$ cat config.mk
export PLATFORM = sky130hd
export DESIGN_NAME = hazard_scoreboard
export DESIGN_NICKNAME = d
export VERILOG_FILES = /design/src/rtl/hazard_pkg.sv /design/src/rtl/sb_entry_pipe.sv /design/src/rtl/hazard_scoreboard.sv
export SDC_FILE = /design/constraint.sdc
export NUM_CORES = 1
export LEC_CHECK = 0
export CAP_MARGIN = 20
export CORE_MARGIN = 10
export CORE_UTILIZATION = 44
export DETAILED_ROUTE_END_ITERATION = 12
export PLACE_DENSITY = 0.69
export SYNTH_ARGS = -nofsm -noshare
export SYNTH_HDL_FRONTEND = slang
export SYNTH_SLANG_ARGS = --single-unit
$ cat constraint.sdc
create_clock -name clk -period 2.35 [get_ports clk]
set_clock_uncertainty 0.2 [all_clocks]
set_input_delay 0.3525 -clock clk [delete_from_list [all_inputs] [get_ports clk]]
set_output_delay 0.3525 -clock clk [all_outputs]
set_load 0.03 [all_outputs]
$ cat src/rtl/hazard_pkg.sv
// Shared types and codes for the pipeline hazard scoreboard.
package hazard_pkg;

    // Internal tnew storage width; the top-level TW must not exceed it.
    localparam int TNEW_W = 4;

    localparam logic [1:0] TUSE_NONE = 2'b11;

    localparam logic [1:0] MD_NONE = 2'b00;
    localparam logic [1:0] MD_MULT = 2'b01;
    localparam logic [1:0] MD_DIV  = 2'b10;

    localparam logic [1:0] FWD_RF = 2'd0;

    typedef struct packed {
        logic              v;
        logic [4:0]        dst;
        logic [TNEW_W-1:0] tnew;
        logic              epc_w;
        logic              md;
    } sb_entry_t;

endpackage

$ cat src/rtl/sb_entry_pipe.sv
// Shift register of in-flight instruction entries; tnew counts down as an
// entry moves toward WB, and a flush turns every next-state entry into a bubble.
module sb_entry_pipe
    import hazard_pkg::*;
#(
    parameter int DEPTH = 3
) (
    input  logic                  clk,
    input  logic                  reset,
    input  logic                  flush,
    input  sb_entry_t             in_entry,
    output sb_entry_t [DEPTH-1:0] entries
);

    function automatic logic [TNEW_W-1:0] dec_sat(input logic [TNEW_W-1:0] t);
        return (t == '0) ? '0 : t - TNEW_W'(1);
    endfunction

    // Only the valid bits are reset; payload fields are don't-care while v=0.
    always_ff @(posedge clk) begin
        if (!reset) begin
            for (int k = 0; k < DEPTH; k++) begin
                entries[k].v <= 1'b0;
            end
        end else begin
            entries[0]   <= in_entry;
            entries[0].v <= in_entry.v && !flush;
            for (int k = 1; k < DEPTH; k++) begin
                entries[k]      <= entries[k-1];
                entries[k].tnew <= dec_sat(entries[k-1].tnew);
                entries[k].v    <= entries[k-1].v && !flush;
            end
        end
    end

endmodule

$ cat src/rtl/hazard_scoreboard.sv
// ID-stage stall/forward controller driven by a scoreboard of in-flight
// destination writes, an MDU busy countdown and pending EPC writes.
module hazard_scoreboard
    import hazard_pkg::*;
#(
    parameter int DEPTH    = 3,
    parameter int TW       = 2,
    parameter int MULT_CYC = 5,
    parameter int DIV_CYC  = 10,
    parameter int CW       = 4
) (
    input  logic          clk,
    input  logic          reset,
    input  logic          id_valid,
    input  logic [4:0]    id_rs,
    input  logic [4:0]    id_rt,
    input  logic [TW-1:0] id_tuse_rs,
    input  logic [TW-1:0] id_tuse_rt,
    input  logic [4:0]    id_dst,
    input  logic [TW-1:0] id_tnew,
    input  logic [1:0]    id_md_op,
    input  logic          id_md_acc,
    input  logic          id_eret,
    input  logic          id_epc_w,
    input  logic          flush,
    output logic          stall,
    output logic [1:0]    fwd_rs_sel,
    output logic [1:0]    fwd_rt_sel,
    output logic          md_busy
);

    sb_entry_t [DEPTH-1:0] ents;
    sb_entry_t             in_ent;
    logic [DEPTH-1:0]      hit_rs;
    logic [DEPTH-1:0]      hit_rt;
    logic                  data_stall;
    logic                  epc_pend;
    logic                  md_stall;
    logic                  load;
    logic                  md_enter;
    logic [CW-1:0]         md_cnt;

    always_comb begin
        hit_rs     = '0;
        hit_rt     = '0;
        data_stall = 1'b0;
        epc_pend   = 1'b0;
        for (int k = 0; k < DEPTH; k++) begin
            hit_rs[k] = ents[k].v && (ents[k].dst != 5'd0) && (ents[k].dst == id_rs);
            hit_rt[k] = ents[k].v && (ents[k].dst != 5'd0) && (ents[k].dst == id_rt);
            if (hit_rs[k] && (TNEW_W'(id_tuse_rs) < ents[k].tnew)) data_stall = 1'b1;
            if (hit_rt[k] && (TNEW_W'(id_tuse_rt) < ents[k].tnew)) data_stall = 1'b1;
            if (ents[k].v && ents[k].epc_w) epc_pend = 1'b1;
        end
    end

    assign md_busy  = (md_cnt != '0);
    assign md_stall = (id_md_acc || (id_md_op != MD_NONE)) &&
                      (md_busy || (ents[0].v && ents[0].md));
    assign stall    = id_valid && !flush &&
                      (data_stall || md_stall || (id_eret && epc_pend));

    // Scan oldest to youngest so the youngest ready producer wins.
    always_comb begin
        fwd_rs_sel = FWD_RF;
        fwd_rt_sel = FWD_RF;
        for (int k = DEPTH - 1; k >= 0; k--) begin
            if (hit_rs[k] && (ents[k].tnew == '0)) fwd_rs_sel = 2'(k + 1);
            if (hit_rt[k] && (ents[k].tnew == '0)) fwd_rt_sel = 2'(k + 1);
        end
    end

    assign load     = id_valid && !stall && !flush;
    assign md_enter = load && (id_md_op != MD_NONE);

    always_comb begin
        in_ent       = '0;
        in_ent.v     = load;
        in_ent.dst   = id_dst;
        in_ent.tnew  = TNEW_W'(id_tnew);
        in_ent.epc_w = id_epc_w;
        in_ent.md    = (id_md_op != MD_NONE);
    end

    sb_entry_pipe #(
        .DEPTH(DEPTH)
    ) u_pipe (
        .clk     (clk),
        .reset   (reset),
        .flush   (flush),
        .in_entry(in_ent),
        .entries (ents)
    );

    // A flushed MDU op in EX never started, so its countdown is cancelled.
    always_ff @(posedge clk) begin
        if (!reset) begin
            md_cnt <= '0;
        end else if (flush && ents[0].v && ents[0].md) begin
            md_cnt <= '0;
        end else if (md_enter) begin
            md_cnt <= (id_md_op == MD_DIV) ? CW'(DIV_CYC) : CW'(MULT_CYC);
        end else if (md_cnt != '0) begin
            md_cnt <= md_cnt - CW'(1);
        end
    end

endmodule

==> results.txt, run 1 <==
number of diodes - 0
Post-Syn Instances - 180
post-route antenna net violation count - 0
crit path capture type - output port
Hold Slack - 264 ps
worst-margin pin slew - 379 ps
core area - 4410 µm²
setup ws final - -483 ps
VDD IR-drop max - 0.385 mV
Slew Limit Headroom - 0.745
global route total overflow - 0
Synth area leader - edfxtp_1
final slew viol count - 0
number of buffers added on ports - 35
minimum clock period - 2830 ps
GRT Total Usage - 0.150
vias in the first global route - 1948
Synth area leaders - edfxtp_1 (41%), xnor2_1 (12%), ha_1 (7.3%)
starting density of the core - 0.463
CTS buffer count - 5
internal power - 1.41 mW
layout net count - 326
Yosys reg bits - 35
vias per inst - 5.26
post-detail-place hpwl - 4510 µm
via count - 1774
pin count of the biggest net entering global routing - 33
Worst Path Arrival - 2280 ps
Critical Path Start - u_pipe.entries[22]
Die X - 88.2 µm
Die Y-Extent - 88.2 µm
first drt pass iteration count - 4
Worst-path clk slew - 70 ps
register area share after synthesis - 0.480
setup TNS - -1980 ps
Placer Congestion - 0.953
P_leak - 1.26 nW
Worst EP required - 1800 ps
initial antenna violation count - 0
layout cells sized above 1 - 0.361
sw frac - 0.318
Warnings, synthesis - 0
Worst-Skew Late Latency - 290 ps
DR DRC count - 0
number of maximum-capacitance violations - 0
maximum fanout along the worst path - 3
Hold WC Path Type - register to register
net switching power - 0.656 mW
status - finished with violations
hold_sp - u_pipe.entries[13]
synth unique cells - 43
RSZ-0062 raised after global routing - true
fin crit share - 1.21
Avg WL per Cell - 17.1 µm
CTS root buf - clkbuf_8
area grow syn2layout - 52.9%
FF-to-FF Start - u_pipe.entries[22]
# clock sinks - 35
failing checks - negative setup slack
Power per Cell Area - 661 nW/µm²
initial DRC count - 61
Synth top area share - 0.411
Seq pwr share - 0.390
H-tree depth - 2
Syn Std Cell Area - 2040 µm²
CTS max path bufs - 2
Final Hold Viols - 0
CTS tree - yes
Avg Inst Size Synth - 11.4 µm²
Clock power frac - 0.199
critical path class - register to output port
first-pass GRT wire length - 9090 µm
Logic pwr share - 0.411
total power - 2.07 mW
FP Rows - 24
syn_nets - 222
Max Fclk - 0.353 GHz
DRT Wirelength - 5750 µm
CP startpoint kind - register
setup violators final - 8
Die Footprint - 7770 µm²
io pins - 36
Fillers - 312
[final timing paths]
check / end / cells after the start / slack [ps]
worst min-delay path: u_pipe.entries[25] / 0 / 260
worst max register to register: md_cnt[3] / 8 / -140
worst min register to register: u_pipe.entries[25] / 0 / 260
worst max-delay path: stall / 8 / -480
[power groups by stage]
stage / registers (mW) / logic (mW) / clock network [mW]
finish: 0.805 / 0.849 / 0.412
global route: 0.813 / 0.926 / 0.453
CTS: 0.803 / 0.797 / 0.423
detailed placement: 0.816 / 0.755 / 0
global placement: 0.809 / 0.718 / 0
floorplan: 0.812 / 0.392 / 0
[cells by family after synthesis]
group | Yosys count | share of synthesized area
flops | 35 | 0.480
fa+ha+maj | 12 | 0.0734
xor+xnor | 32 | 0.137
buf+inv | 11 | 0.0208
simple gates | 62 | 0.181
compound gates | 28 | 0.108
[state kept, by name, indices dropped and copies added, names as in the netlist]
name	cells
md_cnt	4
u_pipe.entries	31
[synthesized netlist by cell type (all sizes together)]
library cell	instances
a2111o	2
a2111oi	2
a21o	4
a21oi	6
a221oi	2
a222oi	1
a22oi	1
a2bb2oi	1
a311oi	1
a32o	1
and2	2
and3	1
and3b	2
and4	1
buf	1
dfxtp	7
edfxtp	28
ha	12
inv	10
nand2	12
nand2b	5
nand3	4
nand4	5
nor2	11
nor2b	4
nor3	3
nor4	4
o21ai	5
o2bb2ai	1
o31ai	1
or2	1
or3	1
or3b	1
or4	4
or4bb	1
xnor2	27
xor2	5
[worst max-delay path, cell delays in order, from the launching register on]
cell       delay [ps]
edfxtp_1          400
or4_4             580
nor2_4            130
buf_6             130
a2111oi_4          40
a311oi_2          320
and2_4            220
nor2b_4            40
buf_6             130
[layer usage]
layer | vias up | track usage | share of wire
met1 | 839 | 0.158 | 0.41
met3 | 15 | 0.0446 | 0.051
li1 | 869 | - | -
met4 | 0 | 0.0599 | 0.022
met5 | - | 0 | 0
met2 | 51 | 0.271 | 0.52
[cell usage in the layout (no fill, tap or decap), types with 5 or more instances in the layout]
cell,synthesis,layout
ha_1,12,10
xnor2_1,27,27
xor2_1,5,5
nand4_1,5,5
clkdlybuf4s50_1,0,22
dfxtp_1,7,7
nand2_1,12,12
edfxtp_1,28,28
nor2_1,9,9
inv_1,9,6
dlygate4sd2_1,0,7
buf_4,0,63
clkbuf_8,0,5
[what timing repair did]
action / 4_1_cts / 5_1_grt
gates resized for setup: 26 / 13
setup endpoints to repair: 10 / 11
hold buffers: 0 / 0
pin swaps: 10 / 9
buffers inserted: 5 / 3
[area by class of cell]
class | count | area [µm²] | share of cell area
Inverter | 10 | 37.5 | 0.0120
Multi-Input combinational cell | 134 | 1140 | 0.365
Clock buffer | 6 | 72.6 | 0.0232
Sequential cell | 35 | 981 | 0.314
Timing Repair Buffer | 98 | 818 | 0.262
Clock inverter | 2 | 8.76 | 0.00280
Tap cell | 52 | 65.1 | 0.0208
[per-stage QoR]
stage                     worst slack (ps)  std cells  area, µm²  utilization
after floorplan                      -39.4        180       2060            -
after global placement                -655        324       2910        0.658
after detailed placement              -672        324       2910        0.658
after CTS                             -437        335       3070        0.696
after global routing                  -599        337       3130        0.708
final                                 -483        337       3130        0.708
(Power assumes the default switching activity.)
==> run 2, diff against run 1 <==
--- a/config.mk
+++ b/config.mk
@@ -13,3 +13,4 @@
 export SYNTH_ARGS = -nofsm -noshare
 export SYNTH_HDL_FRONTEND = slang
 export SYNTH_SLANG_ARGS = --single-unit
+export TNS_END_PERCENT = 100
==> results of run 2 <==
No change in the layout: final DEF, timing and power equal those of run 1.
==> run 3, diff against run 2 <==
--- a/config.mk
+++ b/config.mk
@@ -9,8 +9,10 @@
 export CORE_MARGIN = 10
 export CORE_UTILIZATION = 44
 export DETAILED_ROUTE_END_ITERATION = 12
-export PLACE_DENSITY = 0.69
+export PLACE_DENSITY = 0.67
+export SLEW_MARGIN = 25
 export SYNTH_ARGS = -nofsm -noshare
 export SYNTH_HDL_FRONTEND = slang
+export SYNTH_HIERARCHICAL = 1
 export SYNTH_SLANG_ARGS = --single-unit
 export TNS_END_PERCENT = 100
==> constraint.sdc (replaced) <==
create_clock -name clk -period 3.2 [get_ports clk]
set_clock_uncertainty 0.2 [all_clocks]
set_input_delay 0.48 -clock clk [delete_from_list [all_inputs] [get_ports clk]]
set_output_delay 0.48 -clock clk [all_outputs]
set_load 0.03 [all_outputs]
==> run 3 against run 2 <==
Against the previous run:
- via count decreased by 7.3%
- global-route usage decreased by 3.2 points
- count of clock-buffer cells in the layout unchanged
- largest power group is now registers
- the flow now finishes without violations
==> results.txt, run 3 <==
Hold WC Path Type - register to register (unchanged)
multi-input combinational cell area - 1200 µm² (was 1140 µm²)
GRT Total Usage - 0.117 (was 0.150)
setup violators final - 0 (was 8)
Fillers - 467 (was 312)
Post-Syn Instances - 207 (was 180)
DR DRC count - 0 (unchanged)
Hold Path Stages - 0 (unchanged)
CTS max path bufs - 2 (unchanged)
crit path capture type - output port (unchanged)
wl on met1 - 2280 µm (was 2330 µm)
Hold Slack - 259 ps (was 264 ps)
Placed Area - 2790 µm² (was 2910 µm²)
FP Rows - 26 (was 24)
slowest CP cell - clkdlybuf4s50_1 (was or4_4)
number of diodes - 0 (unchanged)
first-pass GRT wire length - 8170 µm (was 9090 µm)
minimum clock period - 3100 ps
max FFs per register - 34 (was 31)
Sequential Area - 1070 µm² (was 981 µm²)
DRT Wirelength - 4920 µm (was 5750 µm)
Syn Std Cell Area - 2320 µm² (was 2040 µm²)
post-detail-place hpwl - 3980 µm (was 4510 µm)
global route total overflow - 0 (unchanged)
Worst-Skew Late Latency - 290 ps (about the same)
CTS root buf - clkbuf_8 (unchanged)
buffer and inverter count on the worst path - 3 (was 2)
vias in the first global route - 1717 (was 1948)
number of maximum-capacitance violations - 0 (unchanged)
first drt pass iteration count - 4 (unchanged)
Warnings, synthesis - 6 (was 0)
pin count of the biggest net entering global routing - 34 (was 33)
met2 wire length - 2410 µm (was 3000 µm)
via count - 1644 (was 1774)
Final Util - 0.563 (was 0.708)
CTS tree - yes (unchanged)
Die Y-Extent - 92.6 µm (was 88.2 µm)
finished layout cell area - 2880 µm² (was 3130 µm²)
initial DRC count - 102 (was 61)
Power per Cell Area - 500 nW/µm² (was 661 nW/µm²)
cell mode on critical path - buf_4 (was buf_6)
crit-path leading delay family - buffers and inverters (was simple AND/OR/NAND/NOR gates)
io pins - 36 (unchanged)
Final Hold Viols - 0 (unchanged)
Avg Inst Size Synth - 11.2 µm² (was 11.4 µm²)
CP Cell Sequence - clkdlybuf4s50_1, ha_1, a21o_1, a2111oi_1, buf_4, a2111oi_4, a31oi_1, buf_4 (was or4_4, nor2_4, buf_6, a2111oi_4, a311oi_2, and2_4, nor2b_4, buf_6)
fin crit share - 0.968
commonest cells after routing, fill and taps aside - edfxtp_1 (31), clkdlybuf4s50_1 (30), xnor2_1 (29) (was buf_4 (63), edfxtp_1 (28), xnor2_1 (27))
Cells after DPL - 319 (was 324)
number of buffers added on ports - 35 (unchanged)
starting density of the core - 0.454 (was 0.463)
DR WL met3 - 192 µm (was 293 µm)
layout cells sized above 1 - 0.136 (was 0.361)
Die Footprint - 8570 µm² (was 7770 µm²)
area grow syn2layout - 24.1% (was 52.9%)
worst-margin pin slew - 651 ps (was 379 ps)
largest incremental delay on the critical path - 460 ps (was 580 ps)
largest registers - u_pipe/entries x34, md_cnt x4 (was u_pipe.entries x31, md_cnt x4)
# clock sinks - 38 (was 35)
commonest non-fill, non-tap cell in the layout - edfxtp_1 (was buf_4)
R2R cell count - 9 (was 8)
total setup buffers inserted after CTS - 0 (was 5)
Slew Limit Headroom - 0.562 (was 0.745)
Post-Layout Cell Count - 327 (was 337)
CTS buffer count - 5 (unchanged)
Worst-path clk slew - 70 ps (about the same)
VDD IR-drop max - 0.283 mV (was 0.385 mV)
number of cells on the critical path - 8 (unchanged)
CP startpoint kind - primary input (was register)
Die X - 92.6 µm (was 88.2 µm)
final slew viol count - 0 (unchanged)
Avg WL per Cell - 15.0 µm (was 17.1 µm)
critical path class - primary input to output port (was register to output port)
post-route antenna net violation count - 0 (unchanged)
Placer Congestion - 0.789 (was 0.953)
status - complete, no violations (was finished with violations)
Worst EP required - 2520 ps (was 1800 ps)
Biggest register - u_pipe/entries (was u_pipe.entries)
Max Fclk - 0.323 GHz
initial antenna violation count - 0 (unchanged)
H-tree depth - 2 (unchanged)
total power - 1.44 mW (was 2.07 mW)
P_leak - 1.04 nW (was 1.26 nW)
core area - 5110 µm² (was 4410 µm²)
Top Layer Used - met4 (unchanged)
vias per inst - 5.03 (was 5.26)
maximum fanout along the worst path - 3 (unchanged)
setup ws final - 104 ps (was -483 ps)
Worst Path Arrival - 2420 ps (was 2280 ps)
RSZ-0062 raised after global routing - false (was true)
setup TNS - 0 ps (was -1980 ps)
layout net count - 298 (was 326)
pre-CTS setup slack - 65.7 ps (was -672 ps)
## run 3: cell types whose count changed in the layout (fill, tap and decap cells not counted), sizes merged, moves of 4 or more
| cell | previous run | this run |
|---|---|---|
| nor2 | 11 | 15 |
| buf | 68 | 12 |
| nand2b | 5 | 10 |
| dlygate4sd2 | 7 | 0 |
| nor3 | 3 | 7 |
| clkdlybuf4s50 | 22 | 30 |
## run 3: path summary, 6_finish.rpt
| kind | start | endpoint | slack (ps) |
|---|---|---|---|
| setup / recovery | id_tuse_rt[1] | stall | 100 |
| hold / removal | u_pipe/entries[1] | u_pipe/entries[13] | 260 |
| setup reg to reg | md_cnt[0] | md_cnt[1] | 600 |
| hold reg to reg | u_pipe/entries[1] | u_pipe/entries[13] | 260 |
## run 3: area by class of cell
| class | instances | area share |
|---|---|---|
| Multi-Input combinational cell | 157 | 0.417 |
| Clock buffer | 6 | 0.0252 |
| Sequential cell | 38 | 0.372 |
| Clock inverter | 2 | 0.00305 |
| Timing Repair Buffer | 42 | 0.136 |
| Tap cell | 70 | 0.0305 |
| Inverter | 12 | 0.0157 |
## run 3: routing by layer
metal | global-route usage | vias to the layer above
met1 | 0.142 | 753
met4 | 0.0308 | 0
li1 | - | 854
met3 | 0.0323 | 6
met5 | 0 | -
met2 | 0.201 | 31
## run 3: report_power, final
part	switching, mW	internal, mW	leakage (nW)
clock	0.163	0.150	0.0426
combinational	0.226	0.243	0.637
sequential	0.0559	0.599	0.362
## run 3: timing repair
item	CTS	global route
hold buffers	0	0
resized for setup	0	2
endpoints found under the setup margin	0	1
